==> config.mk <==
export PLATFORM = sky130hd
export DESIGN_NAME = mips_hazard_controller
export DESIGN_NICKNAME = d
export VERILOG_FILES = /design/src/rtl/mips_pkg.sv /design/src/rtl/mips_hazard_controller_sat_counter.sv /design/src/rtl/mips_hazard_controller.sv
export SDC_FILE = /design/constraint.sdc
export NUM_CORES = 1
export LEC_CHECK = 0
export CORE_MARGIN = 1.5
export CORE_UTILIZATION = 30
export CTS_CLUSTER_DIAMETER = 50
export DETAILED_ROUTE_END_ITERATION = 8
export SLEW_MARGIN = 25
export SYNTH_ARGS = -nofsm -noshare
export SYNTH_HDL_FRONTEND = slang
export SYNTH_SLANG_ARGS = --single-unit
==> constraint.sdc <==
create_clock -name clk -period 3.4 [get_ports clk]
set_clock_uncertainty 0.2 [all_clocks]
set_input_delay 0.68 -clock clk [delete_from_list [all_inputs] [get_ports clk]]
set_output_delay 0.68 -clock clk [all_outputs]
set_load 0.005 [all_outputs]
==> src/rtl/mips_pkg.sv <==
// Shared MIPS core constants: opcodes, funct codes, ALUOp encodings and the
// hazard controller FSM state type.
package mips_pkg;

    localparam logic [5:0] OP_RTYPE = 6'b000000;
    localparam logic [5:0] OP_J     = 6'b000010;
    localparam logic [5:0] OP_BEQ   = 6'b000100;
    localparam logic [5:0] OP_BNE   = 6'b000101;
    localparam logic [5:0] OP_LW    = 6'b100011;
    localparam logic [5:0] OP_SW    = 6'b101011;

    localparam logic [5:0] FUNCT_ADD = 6'b100000;
    localparam logic [5:0] FUNCT_SUB = 6'b100010;
    localparam logic [5:0] FUNCT_AND = 6'b100100;
    localparam logic [5:0] FUNCT_OR  = 6'b100101;
    localparam logic [5:0] FUNCT_SLT = 6'b101010;
    localparam logic [5:0] FUNCT_MUL = 6'b011000;

    localparam logic [2:0] ALU_ADD = 3'b000;
    localparam logic [2:0] ALU_SUB = 3'b001;
    localparam logic [2:0] ALU_MUL = 3'b010;
    localparam logic [2:0] ALU_FN  = 3'b011;

    typedef enum logic [0:0] {
        ST_IDLE     = 1'b0,
        ST_MUL_BUSY = 1'b1
    } hz_state_e;

endpackage

==> src/rtl/mips_hazard_controller_sat_counter.sv <==
// Saturating up-counter with enable and asynchronous active-high reset.
module sat_counter #(
    parameter int W = 32
) (
    input  logic         clk,
    input  logic         rst,
    input  logic         en,
    output logic [W-1:0] count
);

    localparam logic [W-1:0] CNT_MAX = {W{1'b1}};
    localparam logic [W-1:0] CNT_INC = W'(1);

    // Count enabled cycles, holding at all-ones instead of wrapping.
    always_ff @(posedge clk or posedge rst) begin
        if (rst) begin
            count <= {W{1'b0}};
        end else if (en && (count != CNT_MAX)) begin
            count <= count + CNT_INC;
        end else begin
            count <= count;
        end
    end

endmodule

==> src/rtl/mips_hazard_controller.sv <==
// Pipeline hazard/stall sequencer: load-use, multi-cycle MUL pacing,
// taken-branch and jump flushes, plus a stall-cycle performance counter.
module mips_hazard_controller
    import mips_pkg::*;
#(
    parameter int MUL_LATENCY = 4,
    parameter int CNT_W       = 32
) (
    input  logic             clk,
    input  logic             rst,
    input  logic             MemReadE,
    input  logic [4:0]       rtE,
    input  logic [4:0]       rsD,
    input  logic [4:0]       rtD,
    input  logic             useRtD,
    input  logic             mulE,
    input  logic             branch_takenM,
    input  logic             select_jumpD,
    output logic             PC_load,
    output logic             EN_to_pipelineReg1,
    output logic             EN_to_pipelineReg2,
    output logic             flushD,
    output logic             flushE,
    output logic             flushM,
    output logic             mul_start,
    output logic             mul_busy,
    output logic [CNT_W-1:0] stall_count
);

    localparam int CNT_BITS = (MUL_LATENCY > 1) ? $clog2(MUL_LATENCY) : 1;
    localparam logic [CNT_BITS-1:0] CNT_LOAD = CNT_BITS'(MUL_LATENCY - 1);
    localparam logic [CNT_BITS-1:0] CNT_ONE  = CNT_BITS'(1);

    hz_state_e             state_r;
    hz_state_e             state_nxt_s;
    logic [CNT_BITS-1:0]   cnt_r;
    logic [CNT_BITS-1:0]   cnt_nxt_s;
    logic                  mul_go_s;
    logic                  mul_stall_s;
    logic                  load_use_s;

    // MUL pacing FSM state and down-counter registers.
    always_ff @(posedge clk or posedge rst) begin
        if (rst) begin
            state_r <= ST_IDLE;
            cnt_r   <= {CNT_BITS{1'b0}};
        end else begin
            state_r <= state_nxt_s;
            cnt_r   <= cnt_nxt_s;
        end
    end

    // Next-state logic; mulE is only sampled in IDLE so a MUL never restarts itself.
    always_comb begin
        state_nxt_s = state_r;
        cnt_nxt_s   = cnt_r;
        mul_go_s    = 1'b0;
        case (state_r)
            ST_IDLE: begin
                if (mulE && !branch_takenM) begin
                    state_nxt_s = ST_MUL_BUSY;
                    cnt_nxt_s   = CNT_LOAD;
                    mul_go_s    = 1'b1;
                end else begin
                    state_nxt_s = ST_IDLE;
                end
            end
            ST_MUL_BUSY: begin
                cnt_nxt_s = cnt_r - CNT_ONE;
                if (cnt_r == CNT_ONE) begin
                    state_nxt_s = ST_IDLE;
                end else begin
                    state_nxt_s = ST_MUL_BUSY;
                end
            end
            default: begin
                state_nxt_s = ST_IDLE;
                cnt_nxt_s   = {CNT_BITS{1'b0}};
            end
        endcase
    end

    assign mul_stall_s = mul_go_s || ((state_r == ST_MUL_BUSY) && (cnt_r > CNT_ONE));
    assign load_use_s  = MemReadE && (rtE != 5'd0) &&
                         ((rtE == rsD) || (useRtD && (rtE == rtD)));
    assign mul_busy    = (state_r == ST_MUL_BUSY);

    // Prioritised hazard resolution; reset forces the safe hold/flush pattern.
    always_comb begin
        PC_load            = 1'b1;
        EN_to_pipelineReg1 = 1'b1;
        EN_to_pipelineReg2 = 1'b1;
        flushD             = 1'b0;
        flushE             = 1'b0;
        flushM             = 1'b0;
        mul_start          = 1'b0;
        if (rst) begin
            PC_load            = 1'b0;
            EN_to_pipelineReg1 = 1'b0;
            EN_to_pipelineReg2 = 1'b0;
            flushD             = 1'b1;
            flushE             = 1'b1;
            flushM             = 1'b1;
        end else if (branch_takenM) begin
            flushD = 1'b1;
            flushE = 1'b1;
            flushM = 1'b1;
        end else if (mul_stall_s) begin
            PC_load            = 1'b0;
            EN_to_pipelineReg1 = 1'b0;
            EN_to_pipelineReg2 = 1'b0;
            flushM             = 1'b1;
            mul_start          = mul_go_s;
        end else if (load_use_s) begin
            PC_load            = 1'b0;
            EN_to_pipelineReg1 = 1'b0;
            flushE             = 1'b1;
        end else if (select_jumpD) begin
            flushD = 1'b1;
        end else begin
            flushD = 1'b0;
        end
    end

    sat_counter #(
        .W(CNT_W)
    ) u_stall_cnt (
        .clk  (clk),
        .rst  (rst),
        .en   (!PC_load),
        .count(stall_count)
    );

endmodule

==> results.json <==
{
  "run_status": "complete, no violations",
  "rsz0062_at_grt": "no",
  "clkSinkCount": 35,
  "final_cell_mix": "57 x clkdlybuf4s50_1, 35 x dfrtp_1, 28 x xor2_1, 22 x nand2_1, 17 x nor3_1",
  "numCtsBuffers": 5,
  "p_leak_nw": 1.11,
  "max_stage_delay_ns": 0.54,
  "synth_cells": 199,
  "power_frac_seq_pct": 42.2,
  "swShare_pct": 33.1,
  "critPathMaxFanout": 2,
  "drt_iter0_drc": 97,
  "p_clk_share_pct": 20.8,
  "endpoint_kind": "output pin",
  "drc_errors": 0,
  "fillCellCount": 639,
  "p_comb_share_pct": 37.0,
  "grt_pass1_vias": 1694,
  "setup_viol": 0,
  "dpl.hpwl_um": 3480,
  "dpl_cell_area_um2": 2710,
  "cp.arrival_ns": 2.40,
  "chipWidth_um": 83.5,
  "internal_power_mw": 1.07,
  "relSlewSlack_pct": 44.5,
  "yosysWarnings": 0,
  "instances_no_fill": 354,
  "peakVddDrop_uv": 402,
  "criticalPathCategory": "in2out",
  "syn_area_um2": 1950,
  "cp.required_ns": 2.52,
  "path_delay_family": "buffers and inverters",
  "crit_chain": "clkdlybuf4s50_1 > or4_4 > o21ai_2 > nor2_1 > a21boi_4 > buf_4 > dlygate4sd2_1",
  "critPathLaunchType": "primary input",
  "cts_htree_levels": 2,
  "wire_per_inst_um": 13.6,
  "p_per_area_nw_per_um2": 566,
  "cts_tree": "yes",
  "timing.final.crit_share_pct": 96.4,
  "postSynthRegisterBits": 35,
  "syn2layout_area_growth_pct": 45.7,
  "io_buffers": 61,
  "grt_usage_pct": 14.5,
  "synth_fp_nets": 223,
  "clock.fmax_mhz": 305,
  "drive_gt1_share_pct": 11.6,
  "clkLatencyLatePin_ns": 0.29,
  "crit_slowest_cell": "or4_4",
  "cts_root_buf": "clkbuf_8",
  "postRouteAntennaNets": 0,
  "antenna_found_initial": 0,
  "worst_pin_slew_ns": 0.825,
  "post-route-cell-area_um2": 2840,
  "synth_cell_types": 33,
  "final_common_cell": "clkdlybuf4s50_1",
  "grt.overflow.total": 0,
  "grt_max_degree": 36,
  "core_area_um2": 6310,
  "hp-class": "reg2reg",
  "num_rows": 29,
  "critical_path_buf_inv_count": 3,
  "hold_viol": 0,
  "post-place-cells": 344,
  "start_util_pct": 30.8,
  "report.final.slew_viol_count": 0,
  "grt_pass1_wl_um": 8140,
  "nets": 300,
  "hold_buffers": 0,
  "boundaryPins": 62,
  "avgViaCountPerCell": 4.81,
  "routed_wl_um": 4800,
  "clkTransAtPathRegs_ns": 0.06,
  "cts_buffer_depth": 2,
  "gp_congestion": 0.844,
  "drt_pre_antenna_iters": 5,
  "maxCapViolations": 0,
  "utilization_pct": 44.9,
  "synth-seq-area-share_pct": 45.0,
  "die_h_um": 83.5,
  "die-area_um2": 6980,
  "vias": 1703,
  "diodes": 0,
  "syn_area_per_cell_um2": 9.78,
  "p_sw_uw": 531,
  "finalCriticalPeriod_ns": 3.28
}
-- per-stage QoR --
step	setup WS, ns	TNS [ns]	hold slack, ns	power (mW)
finish	0.121	0	0.280	1.60
global route	0.0137	0	0.302	1.71
CTS	0.0973	0	0.286	1.63
detailed placement	-0.210	-0.659	0.275	1.27
global placement	-0.209	-0.578	0.278	1.27
floorplan	0.227	0	0.251	0.934
-- worst register-to-register path: stages (launching register included) --
cell and delay, ns:
dfrtp_1 0.39, ha_1 0.21, or3_1 0.34, o211a_1 0.25, a21boi_4 0.15, buf_4 0.16
buf_4 0.13, buf_4 0.19, nor4_1 0.39, xor2_1 0.18
-- registers in the layout (all words and copies together) (netlist names) --
register and count:
mul_busy 1, cnt_r 2, u_stall_cnt.count 32
-- final timing paths --
check	start	endpoint	slack, ns	depth (start not counted)
setup / recovery	rtE[1]	EN_to_pipelineReg1	0.12	7
setup reg to reg	cnt_r[0]$_DFFE_PP0P_	u_stall_cnt.count[27]$_DFFE_PP0P_	0.75	9
hold reg to reg	cnt_r[0]$_DFFE_PP0P_	cnt_r[0]$_DFFE_PP0P_	0.28	1
hold / removal	cnt_r[0]$_DFFE_PP0P_	cnt_r[0]$_DFFE_PP0P_	0.28	1
max in group asynchronous	rst	cnt_r[0]$_DFFE_PP0P_	1.95	3
min in group asynchronous	rst	u_stall_cnt.count[6]$_DFFE_PP0P_	0.74	3
-- synthesized netlist by cell type --
cell / number / area share, %
dfrtp_1: 35 / 45
xor2_1: 28 / 13
nand2_1: 22 / 4.2
nor3_1: 17 / 4.4
nand3_1: 12 / 3.1
nor2_1: 12 / 2.3
xnor2_1: 12 / 5.4
nand4_1: 11 / 3.5
nor4_1: 11 / 3.5
inv_1: 6 / 1.2
o21ai_0: 5 / 1.3
buf_2: 4 / 1.0
ha_1: 2 / 1.3
mux2_2: 2 / 1.2
nor4b_1: 2 / 0.90
a21boi_4: 1 / 0.96
a21oi_1: 1 / 0.26
a311o_1: 1 / 0.51
and2_1: 1 / 0.32
and3_1: 1 / 0.32
buf_4: 1 / 0.39
buf_6: 1 / 0.58
nand2b_1: 1 / 0.32
nor2b_1: 1 / 0.32
nor3_2: 1 / 0.51
nor3b_1: 1 / 0.39
nor4_2: 1 / 0.64
nor4b_2: 1 / 0.77
nor4b_4: 1 / 1.2
o211a_1: 1 / 0.51
o22ai_1: 1 / 0.32
or3_1: 1 / 0.32
or4_1: 1 / 0.39
-- metal layers --
metal / global-route usage, % / part of all wire, %
met5: 0 / 0
met4: 4.92 / 1.3
met3: 3.36 / 3.7
met2: 24.3 / 49
met1: 18.5 / 46
-- what timing repair did --
action,CTS,global route
setup endpoints to repair,4,1
pin swaps,2,1
gates resized for setup,8,0
gates cloned,0,0
setup buffers,2,0
-- area by class of cell --
cell class	count	area, µm²	area share, %
clock buffer	8	100	3.53
inverter	6	22.5	0.794
multi-input combinational	152	1020	36.1
sequential	35	876	30.9
tap	77	96.3	3.40
timing repair buffer	76	718	25.3
-- power groups by stage --
stage,Combinational (mW),Sequential (mW),Clock [mW]
3_5_place_dp,0.594,0.681,0
5_1_grt,0.654,0.696,0.360
4_1_cts,0.603,0.677,0.346
6_report,0.594,0.676,0.334
2_1_floorplan,0.269,0.666,0
3_3_place_gp,0.587,0.682,0
-- kinds of logic (layout without fill, tap and decap cells) --
family | after synthesis | in the layout | synth area share (%)
xor+xnor | 40 | 40 | 18.0
fa+ha+maj | 2 | 2 | 1.29
mux | 2 | 2 | 1.16
flops | 35 | 35 | 45.0
buf+inv | 12 | 90 | 3.15
simple gates | 98 | 98 | 27.5
compound gates | 10 | 10 | 3.86
Power figures use the tool's default switching activity.
